$ cat src/rtl/tl45_hazard_ctrl_pkg.sv
// Shared definitions for the TL45 pipeline hazard controller: opcodes,
// controller state encoding and register-index type.
package tl45_pkg;

   localparam logic [4:0] OP_NOP  = 5'h00;
   localparam logic [4:0] OP_LBSE = 5'h0F;
   localparam logic [4:0] OP_IN   = 5'h10;
   localparam logic [4:0] OP_LB   = 5'h12;
   localparam logic [4:0] OP_LW   = 5'h14;

   typedef logic [3:0] reg_idx_t;

   typedef enum logic [1:0] {
      RUN   = 2'd0,
      FLUSH = 2'd1,
      HALT  = 2'd2
   } ctrl_state_e;

   // Opcodes whose result arrives through the late writeback port.
   function automatic logic is_late_write(input logic [4:0] op);
      return (op == OP_LBSE) || (op == OP_IN) || (op == OP_LB) || (op == OP_LW);
   endfunction

endpackage

$ cat src/rtl/tl45_hazard_ctrl_if.sv
// Decode-buffer / execute / writeback signals seen by the hazard controller.
// master = pipeline side, slave = controller side.
interface tl45_hazard_ctrl_if;
   import tl45_pkg::*;

   logic [4:0]  i_id_opcode;
   reg_idx_t    i_id_dr;
   reg_idx_t    i_id_sr1;
   reg_idx_t    i_id_sr2;
   logic        i_decode_err;
   logic        i_branch_taken;
   logic        i_wb_valid;
   reg_idx_t    i_wb_dr;
   logic        i_resume;
   logic        o_pipe_stall;
   logic        o_pipe_flush;
   logic        o_issue;
   logic        o_halted;
   logic [15:0] o_pending;

   modport master (
      output i_id_opcode, i_id_dr, i_id_sr1, i_id_sr2, i_decode_err,
             i_branch_taken, i_wb_valid, i_wb_dr, i_resume,
      input  o_pipe_stall, o_pipe_flush, o_issue, o_halted, o_pending
   );

   modport slave (
      input  i_id_opcode, i_id_dr, i_id_sr1, i_id_sr2, i_decode_err,
             i_branch_taken, i_wb_valid, i_wb_dr, i_resume,
      output o_pipe_stall, o_pipe_flush, o_issue, o_halted, o_pending
   );

endinterface

$ cat src/rtl/tl45_hazard_ctrl_scoreboard.sv
// Per-register in-flight counters for long-latency writes. r0 is never
// tracked; an increment and decrement of the same register cancel out.
module tl45_scoreboard
   import tl45_pkg::*;
#(
   parameter int PEND_W = 2
) (
   input  logic        i_clk,
   input  logic        i_reset,
   input  logic        i_inc_en,
   input  reg_idx_t    i_inc_reg,
   input  logic        i_dec_en,
   input  reg_idx_t    i_dec_reg,
   input  reg_idx_t    i_sr1,
   input  reg_idx_t    i_sr2,
   input  reg_idx_t    i_chk_reg,
   output logic        o_sr1_busy,
   output logic        o_sr2_busy,
   output logic        o_chk_sat,
   output logic [15:0] o_pending
);

   localparam logic [PEND_W-1:0] CNT_MAX = '1;

   logic [PEND_W-1:0] cnt_q [16];
   logic [PEND_W-1:0] cnt_d [16];

   always_comb begin
      for (int r = 0; r < 16; r++) begin
         logic inc_hit;
         logic dec_hit;
         inc_hit  = i_inc_en && (i_inc_reg == reg_idx_t'(r)) && (r != 0);
         dec_hit  = i_dec_en && (i_dec_reg == reg_idx_t'(r)) && (r != 0);
         cnt_d[r] = cnt_q[r];
         if (inc_hit && !dec_hit && (cnt_q[r] != CNT_MAX))
            cnt_d[r] = cnt_q[r] + 1'b1;
         else if (dec_hit && !inc_hit && (cnt_q[r] != '0))
            cnt_d[r] = cnt_q[r] - 1'b1;
      end
   end

   always_ff @(posedge i_clk) begin
      for (int r = 0; r < 16; r++) begin
         if (i_reset)
            cnt_q[r] <= '0;
         else
            cnt_q[r] <= cnt_d[r];
      end
   end

   always_comb begin
      o_sr1_busy = (i_sr1 != '0) && (cnt_q[i_sr1] != '0);
      o_sr2_busy = (i_sr2 != '0) && (cnt_q[i_sr2] != '0);
      o_chk_sat  = (i_chk_reg != '0) && (cnt_q[i_chk_reg] == CNT_MAX);
      o_pending  = '0;
      for (int r = 1; r < 16; r++)
         o_pending[r] = (cnt_q[r] != '0);
   end

endmodule

$ cat src/rtl/tl45_hazard_ctrl.sv
// TL45 pipeline hazard controller: RAW/saturation stalls from the write
// scoreboard, branch flush windows and halt-on-decode-error sequencing.
module tl45_hazard_ctrl
   import tl45_pkg::*;
#(
   parameter int FLUSH_CYCLES = 2,
   parameter int PEND_W       = 2
) (
   input logic               i_clk,
   input logic               i_reset,
   tl45_hazard_ctrl_if.slave hz
);

   // fcnt_q holds the FLUSH-state cycles still to run, including the current one.
   localparam logic [2:0] FL_RELOAD = 3'(FLUSH_CYCLES - 1);
   localparam logic [2:0] FL_FULL   = 3'(FLUSH_CYCLES);

   ctrl_state_e state_q, state_d;
   logic [2:0]  fcnt_q, fcnt_d;

   logic valid, late, hazard;
   logic sr1_busy, sr2_busy, dr_sat;
   logic stall, flush, issue, halted;
   logic inc_en, dec_en;

   tl45_scoreboard #(.PEND_W(PEND_W)) u_sb (
      .i_clk      (i_clk),
      .i_reset    (i_reset),
      .i_inc_en   (inc_en),
      .i_inc_reg  (hz.i_id_dr),
      .i_dec_en   (dec_en),
      .i_dec_reg  (hz.i_wb_dr),
      .i_sr1      (hz.i_id_sr1),
      .i_sr2      (hz.i_id_sr2),
      .i_chk_reg  (hz.i_id_dr),
      .o_sr1_busy (sr1_busy),
      .o_sr2_busy (sr2_busy),
      .o_chk_sat  (dr_sat),
      .o_pending  (hz.o_pending)
   );

   always_comb begin
      valid   = (hz.i_id_opcode != OP_NOP);
      late    = is_late_write(hz.i_id_opcode);
      hazard  = sr1_busy || sr2_busy || (late && dr_sat);
      stall   = 1'b0;
      flush   = 1'b0;
      issue   = 1'b0;
      halted  = 1'b0;
      state_d = state_q;
      fcnt_d  = fcnt_q;
      case (state_q)
         RUN: begin
            flush = hz.i_branch_taken;
            stall = !flush && valid && hazard;
            issue = valid && !stall && !flush;
            if (hz.i_decode_err) begin
               state_d = HALT;
               fcnt_d  = '0;
            end else if (hz.i_branch_taken) begin
               state_d = (FLUSH_CYCLES > 1) ? FLUSH : RUN;
               fcnt_d  = FL_RELOAD;
            end
         end
         FLUSH: begin
            flush = 1'b1;
            if (hz.i_decode_err) begin
               state_d = HALT;
               fcnt_d  = '0;
            end else if (hz.i_branch_taken) begin
               state_d = (FLUSH_CYCLES > 1) ? FLUSH : RUN;
               fcnt_d  = FL_RELOAD;
            end else if (fcnt_q <= 3'd1) begin
               state_d = RUN;
               fcnt_d  = '0;
            end else begin
               fcnt_d  = fcnt_q - 3'd1;
            end
         end
         HALT: begin
            halted = 1'b1;
            stall  = 1'b1;
            if (hz.i_resume) begin
               state_d = FLUSH;
               fcnt_d  = FL_FULL;
            end
         end
         default: begin
            state_d = RUN;
            fcnt_d  = '0;
         end
      endcase
      inc_en = issue && late;
      dec_en = hz.i_wb_valid;
   end

   always_ff @(posedge i_clk) begin
      if (i_reset) begin
         state_q <= RUN;
         fcnt_q  <= '0;
      end else begin
         state_q <= state_d;
         fcnt_q  <= fcnt_d;
      end
   end

   assign hz.o_pipe_stall = stall;
   assign hz.o_pipe_flush = flush;
   assign hz.o_issue      = issue;
   assign hz.o_halted     = halted;

endmodule

$ cat src/flat_wrapper.sv
// flat-port wrapper written by rule: the top's interface ports become plain ports
module tl45_hazard_ctrl_flat import tl45_pkg::*;
#(
   parameter int FLUSH_CYCLES = 2,
   parameter int PEND_W       = 2
)
  (i_clk, i_reset, hz_i_id_opcode, hz_i_id_dr, hz_i_id_sr1, hz_i_id_sr2, hz_i_decode_err, hz_i_branch_taken, hz_i_wb_valid, hz_i_wb_dr, hz_i_resume, hz_o_pipe_stall, hz_o_pipe_flush, hz_o_issue, hz_o_halted, hz_o_pending);
  tl45_hazard_ctrl_if hz_i ();
  input logic i_clk;
  input logic i_reset;
  input wire logic [$bits(hz_i.i_id_opcode)-1:0] hz_i_id_opcode;
  input wire logic [$bits(hz_i.i_id_dr)-1:0] hz_i_id_dr;
  input wire logic [$bits(hz_i.i_id_sr1)-1:0] hz_i_id_sr1;
  input wire logic [$bits(hz_i.i_id_sr2)-1:0] hz_i_id_sr2;
  input wire logic [$bits(hz_i.i_decode_err)-1:0] hz_i_decode_err;
  input wire logic [$bits(hz_i.i_branch_taken)-1:0] hz_i_branch_taken;
  input wire logic [$bits(hz_i.i_wb_valid)-1:0] hz_i_wb_valid;
  input wire logic [$bits(hz_i.i_wb_dr)-1:0] hz_i_wb_dr;
  input wire logic [$bits(hz_i.i_resume)-1:0] hz_i_resume;
  output wire logic [$bits(hz_i.o_pipe_stall)-1:0] hz_o_pipe_stall;
  output wire logic [$bits(hz_i.o_pipe_flush)-1:0] hz_o_pipe_flush;
  output wire logic [$bits(hz_i.o_issue)-1:0] hz_o_issue;
  output wire logic [$bits(hz_i.o_halted)-1:0] hz_o_halted;
  output wire logic [$bits(hz_i.o_pending)-1:0] hz_o_pending;
  assign hz_i.i_id_opcode = hz_i_id_opcode;
  assign hz_i.i_id_dr = hz_i_id_dr;
  assign hz_i.i_id_sr1 = hz_i_id_sr1;
  assign hz_i.i_id_sr2 = hz_i_id_sr2;
  assign hz_i.i_decode_err = hz_i_decode_err;
  assign hz_i.i_branch_taken = hz_i_branch_taken;
  assign hz_i.i_wb_valid = hz_i_wb_valid;
  assign hz_i.i_wb_dr = hz_i_wb_dr;
  assign hz_i.i_resume = hz_i_resume;
  assign hz_o_pipe_stall = hz_i.o_pipe_stall;
  assign hz_o_pipe_flush = hz_i.o_pipe_flush;
  assign hz_o_issue = hz_i.o_issue;
  assign hz_o_halted = hz_i.o_halted;
  assign hz_o_pending = hz_i.o_pending;
  tl45_hazard_ctrl #(.FLUSH_CYCLES(FLUSH_CYCLES), .PEND_W(PEND_W)) u_core (.i_clk(i_clk), .i_reset(i_reset), .hz(hz_i));
endmodule
$ cat config.mk
export PLATFORM = sky130hd
export DESIGN_NAME = tl45_hazard_ctrl_flat
export DESIGN_NICKNAME = d
export VERILOG_FILES = /design/src/rtl/tl45_hazard_ctrl_pkg.sv /design/src/rtl/tl45_hazard_ctrl_if.sv /design/src/rtl/tl45_hazard_ctrl_scoreboard.sv /design/src/rtl/tl45_hazard_ctrl.sv /design/src/flat_wrapper.sv
export SDC_FILE = /design/constraint.sdc
export NUM_CORES = 1
export LEC_CHECK = 0
export ABC_AREA = 1
export CAP_MARGIN = 30
export CELL_PAD_IN_SITES_DETAIL_PLACEMENT = 1
export CELL_PAD_IN_SITES_GLOBAL_PLACEMENT = 2
export CORE_ASPECT_RATIO = 1.2
export CORE_MARGIN = 2
export CORE_UTILIZATION = 31
export CTS_BUF_LIST = sky130_fd_sc_hd__clkbuf_4
export DETAILED_ROUTE_END_ITERATION = 10
export HOLD_SLACK_MARGIN = 0.08
export PLACE_DENSITY = 0.92
export SLEW_MARGIN = 15
export SYNTH_ARGS = -nofsm -noshare
export SYNTH_HDL_FRONTEND = slang
export SYNTH_SLANG_ARGS = --single-unit
$ cat constraint.sdc
create_clock -name i_clk -period 2.85 [get_ports i_clk]
set_input_delay 0.57 -clock i_clk [delete_from_list [all_inputs] [get_ports i_clk]]
set_output_delay 0.57 -clock i_clk [all_outputs]
set_load 0.1 [all_outputs]
======== After elaboration in Yosys (flattened, before gate mapping) ========
Memory sizes are Yosys's and may differ from the RTL's.
Cells that the tools add are included.
storage, ports and cells
  input bits .............................. 27
  bits in registers ....................... 5
  logic and storage cells ................. 335
  memories kept ........................... 1
  output and inout bits ................... 20
  RAM bits ................................ 32
memories
  memory             depth  bits a word  rd ports  clocked after memory_dff  write ports  RTL line                           RTL
  u_core.u_sb.cnt_q  16     2            18        0                         16           tl45_hazard_ctrl_scoreboard.sv:25  logic [PEND_W-1:0] cnt_q [16];
cells by class
  reduce and logical (&&, ||, !) cells .... 161
  $lt $le $gt $ge ......................... 1
  bitwise operators ....................... 16
  $add $sub $neg .......................... 31
  equal/unequal tests ..................... 56
  multiplexer cells ....................... 67
operators with widths
  kind                   count
  $mux W2                52
  $logic_and A1 B1 Y1    99
  $eq A4 B4 Y1 const B   16
  $reduce_bool A2 Y1     17
  $eq A4 B3 Y1 const B   8
  $logic_not A1 Y1       32
  $ne A2 B2 Y1 const B   16
  $add A2 B1 Y2 const B  15
  $sub A2 B1 Y2 const B  15
  $mux W3                6
  $eq A4 B2 Y1 const B   4
  $or A1 B1 Y1           16
  $eq A5 B5 Y1 const B   3
  $reduce_bool A4 Y1     3
  $pmux W3 S3            1
  $eq A4 B1 Y1 const B   2
  $pmux W2 S3            1
  $eq A5 B4 Y1 const B   1
  $logic_or A1 B1 Y1     5
  $mux W1                5
  $reduce_bool A5 Y1     1
  $eq A2 B2 Y1 const B   2
  $ne A4 B3 Y1 const B   1
  $pmux W1 S2            2
  8 further kinds        9

======== Logic depth before layout (Yosys ltp) ========
  depth in word-level cells ............... 19
  depth in mapped cells ................... 19
  depth with buffers taken out ............ 17

======== Modules after synthesis ========
From an unflattened synthesis, not the netlist that was laid out.
unflattened totals
  cell total of the unflattened synthesis .. 551
  area total of the unflattened synthesis .. 2,959.1 µm²
modules (own cells, without submodules)
  module            instances  cells each  sequential area each (µm²)  area each (µm²)
  tl45_scoreboard   1          478         600.6                       2,512.4
  tl45_hazard_ctrl  1          73          100.1                       446.7

======== Worst setup path after synthesis ========
No wires, ideal clock.
  kind .................................... reg2out
  start point ............................. mem u_core.u_sb.cnt_q[10][0]
  end point ............................... out hz_o_pipe_stall
  setup slack ............................. -1,796 ps
  arrival ................................. 4,076 ps
  buffers on the path ..................... 1
  required time ........................... 2,280 ps
  stages on the path, launching flop included .. 12
  path through ............................ dfxtp_1 > inv_2 > nand2_1 > o21ai_0 > nand2_1 > nand3_1 > nand3_1 > nand2_1 > nand2_1 > nor2_4 > buf_6 > o31ai_1
RTL lines
  what             RTL line                           RTL
  start, declared  tl45_hazard_ctrl_scoreboard.sv:25
  end, declared    flat_wrapper.sv:20                 output wire logic [$bits(hz_i.o_pipe_stall)-1:0] hz_o_pipe_stall;

======== Final worst setup path ========
  start point ............................. in hz_i_id_dr[3]
  end point ............................... out hz_o_pipe_stall
between the ends
  longest elaborated chain between the ends .. 7
  elaborated cells between the ends (all ways) .. 8
  classes of those cells .................. eq/ne: 1; mux: 1; reduce/logical: 5; memory: 1
RTL lines
  what                     RTL line                           RTL
  start, declared          flat_wrapper.sv:12                 input wire logic [$bits(hz_i.i_id_dr)-1:0] hz_i_id_dr;
  $mem_v2 Z16 W2           --
  $eq A2 B2 Y1             tl45_hazard_ctrl_scoreboard.sv:54  o_chk_sat = (i_chk_reg != '0) && (cnt_q[i_chk_reg] == CNT_MAX);
  $logic_and A1 B1 Y1 (*)  tl45_hazard_ctrl_scoreboard.sv:54
  $logic_and A1 B1 Y1 (*)  tl45_hazard_ctrl.sv:45             hazard = sr1_busy || sr2_busy || (late && dr_sat);
  $logic_or A1 B1 Y1 (*)   tl45_hazard_ctrl.sv:45
  $logic_and A1 B1 Y1 (*)  tl45_hazard_ctrl.sv:55             stall = !flush && valid && hazard;
  $pmux W1 S2 (*)          tl45_hazard_ctrl.sv:52             case (state_q)
Mark *: on every way between the ends. The rest lies on a longest branch, timed or not.

==> metrics.cfg <==
[detailed_routing]
totalWireLength_um=12600
via_per_inst=5.20
first_pass_iters=4
drc=0
routedWlPerCell_um=16.8
drt_iter0_drc=135
ant_nets=0
num_vias=3902

[sta]
setup_viol=0
slew_viol_final=0
fin_crit_ps=2780
tns_ps=0
worst_hold_slack_ps=473
fin_skew_ps=6.36
relSlewSlack_pct=65.8
tightest_slew_ps=509
finalHoldViolCount=0
fin_crit_sh_pct=97.4
fmax_mhz=360

[critical_path]
critical_path.slowest_cell=dlygate4sd2_1
critPathCaptureType=primary output
cp-start-kind=input pin
required_ps=2280
worstPathArrival_ps=2210
crit_type=input pin to primary output
max_stage_delay_ps=300
worstPathCellList=dlygate4sd2_1 > nor2_2 > inv_1 > nor2_1 > nor2_1 > nand2_2 > nand2_1 > nor2_2 > nor2_4 > o31ai_4 > buf_12
cp_max_fo=4

[layout]
finalNonFillerCells=751
nFillCells=1321
synthToLayoutAreaGrowth_pct=35.2
diodes=0
final_common_cell=nand2_1
drive_gt1_share_pct=20.7
mostFrequentLayoutCells=nand2_1, nand3_1, inv_1
final_area_mm2=0.00416
layout.nets=656

[logic_synthesis]
synth_fp_nets=573
synth_ff_type=dfxtp_1
yosys.area_share.simple_pct=53.7
synth.avg_cell_area_um2=5.66
synth_area_mm2=0.00308
synth_edf_count=0
ys_seq_elements=35
synthXorXnorAreaFrac_pct=0.285
synth_top_area_share_pct=22.8
muxShareOfSynthArea_pct=0
ys_top_cells_by_area=dfxtp_1, nand2_1, nand3_1
synth_sequential_area_ratio_pct=22.8
synth_top_area_cell=dfxtp_1
async_flop_share_pct=0
ys_warn_count=0
synth_top_family_by_area=simple AND/OR/NAND/NOR gates
synthCells=544
synth_compound_area_share_pct=9.39
ys_types=36
synthAdderAreaFrac_pct=0.813

[power_and_ir_drop]
max-vdd-ir-drop_v=0.000163
p_leak_nw=1.93
p_total_w=0.00119
power_per_cell_area_mw_per_mm2=287

[global_routing]
grt_usage_pct=24.3
antenna_found_initial=0
grt_first_pass_wirelength_um=20100
first_global_vias=3985
grt_max_degree=22
overflow=0

[clock_tree]
path_clk_slew_ps=120
clk_path_buf_depth=2
cts_tree=done
htreeDepth=2
numCtsBuffers=5
holdBufCountCts=0
clock_latency_ps=360
clkSinkCount=35
cts-root-buf=clkbuf_4

[placed_design]
placed_cells=735
dpl_cell_area_mm2=0.00395
gp_congestion=0.889
post-dp-hpwl_um=9950
portBuffers=45

[floorplan]
fp.dieW_um=94.9
pin_count=47
die_y_um=113
die_area_mm2=0.0107
coreArea_mm2=0.00961
floorplan.initialDensity_pct=32.0
rows=39

[outcome]
status=completed

[flow_run]
cap_violations=0

[min_path]
hp-class=flip-flop to flip-flop

[per-layer routing]
layer	up-vias	global-route usage, %	routed length (um)
met5	-	0	0
met4	0	9.66	505
met3	28	3.20	558
met2	86	43.5	6450
met1	1868	28.7	5130
li1	1920	-	-
[metrics by stage]
stage                     setup WS (ps)  utilization, %
after floorplan                    -127               -
after global placement             -219            41.0
after detailed placement           -260            41.0
after CTS                         -22.3            42.3
after global routing              -21.8            43.3
final                              73.9            43.3
[power by group]
part           switching [W]  internal [W]  leakage, nW
Combinational       0.000247      0.000151         1.61
Clock               0.000191      0.000101       0.0307
Sequential        0.00000846      0.000495        0.283
[flip-flops by register name (all words and copies together) (netlist names)]
| signal | count |
|---|---|
| u_core.fcnt_q | 3 |
| u_core.state_q | 2 |
| u_core.u_sb.cnt_q | 30 |
[synthesized netlist by cell type (all sizes together) (5+ instances only)]
| cell | count |
|---|---|
| a31oi | 6 |
| a21oi | 33 |
| nor3 | 14 |
| buf | 9 |
| dfxtp | 35 |
| o21ai | 11 |
| nand4 | 17 |
| nand2 | 167 |
| nor2 | 67 |
| inv | 83 |
| nand3 | 83 |
| nand3b | 5 |
[timing repair]
action,CTS,global route
cloned,2,1
pin swaps,6,8
endpoints found under the setup margin,2,2
resized for setup,23,27
setup buffers,1,4
[worst paths after layout]
| path | endpoint | slack [ps] | cells after the start | from |
|---|---|---|---|---|
| setup / recovery | hz_o_pipe_stall | 70 | 11 | hz_i_id_dr[3] |
| hold reg to reg | u_core.u_sb.cnt_q[6][1]$_SDFFE_PP0P_ | 470 | 2 | u_core.u_sb.cnt_q[6][1]$_SDFFE_PP0P_ |
| hold / removal | u_core.u_sb.cnt_q[6][1]$_SDFFE_PP0P_ | 470 | 2 | u_core.u_sb.cnt_q[6][1]$_SDFFE_PP0P_ |
| setup reg to reg | u_core.u_sb.cnt_q[15][0]$_SDFFE_PP0P_ | 490 | 14 | u_core.u_sb.cnt_q[2][0]$_SDFFE_PP0P_ |
[cell type report]
class                   count  area, um^2  share of cell area, %
clock buffers               6        45.0                   1.08
clock inverters             2        7.51                  0.180
well taps                 123         154                   3.70
repair buffers             87         852                   20.5
flip-flops and latches     35         701                   16.8
multi-input cells         415        2070                   49.7
inverters                  83         335                   8.06
[worst max-delay path: cells and delay by family]
kind / cells / cell delay [ps]
and+or+nand+nor: 7 / 770
buffers and inverters: 3 / 590
AOI/OAI and AO/OA: 1 / 270
[cells by family (layout without fill, tap and decap cells)]
group                    count (synthesis)  after routing
buffers and inverters                   94            178
XOR/XNOR                                 1              1
flip-flops                              35             35
AND/OR/NAND/NOR                        357            357
AO/OA/AOI/OAI                           54             54
adder cells (fa/ha/maj)                  2              2
other                                    1              1
Power figures use the tool's default switching activity.
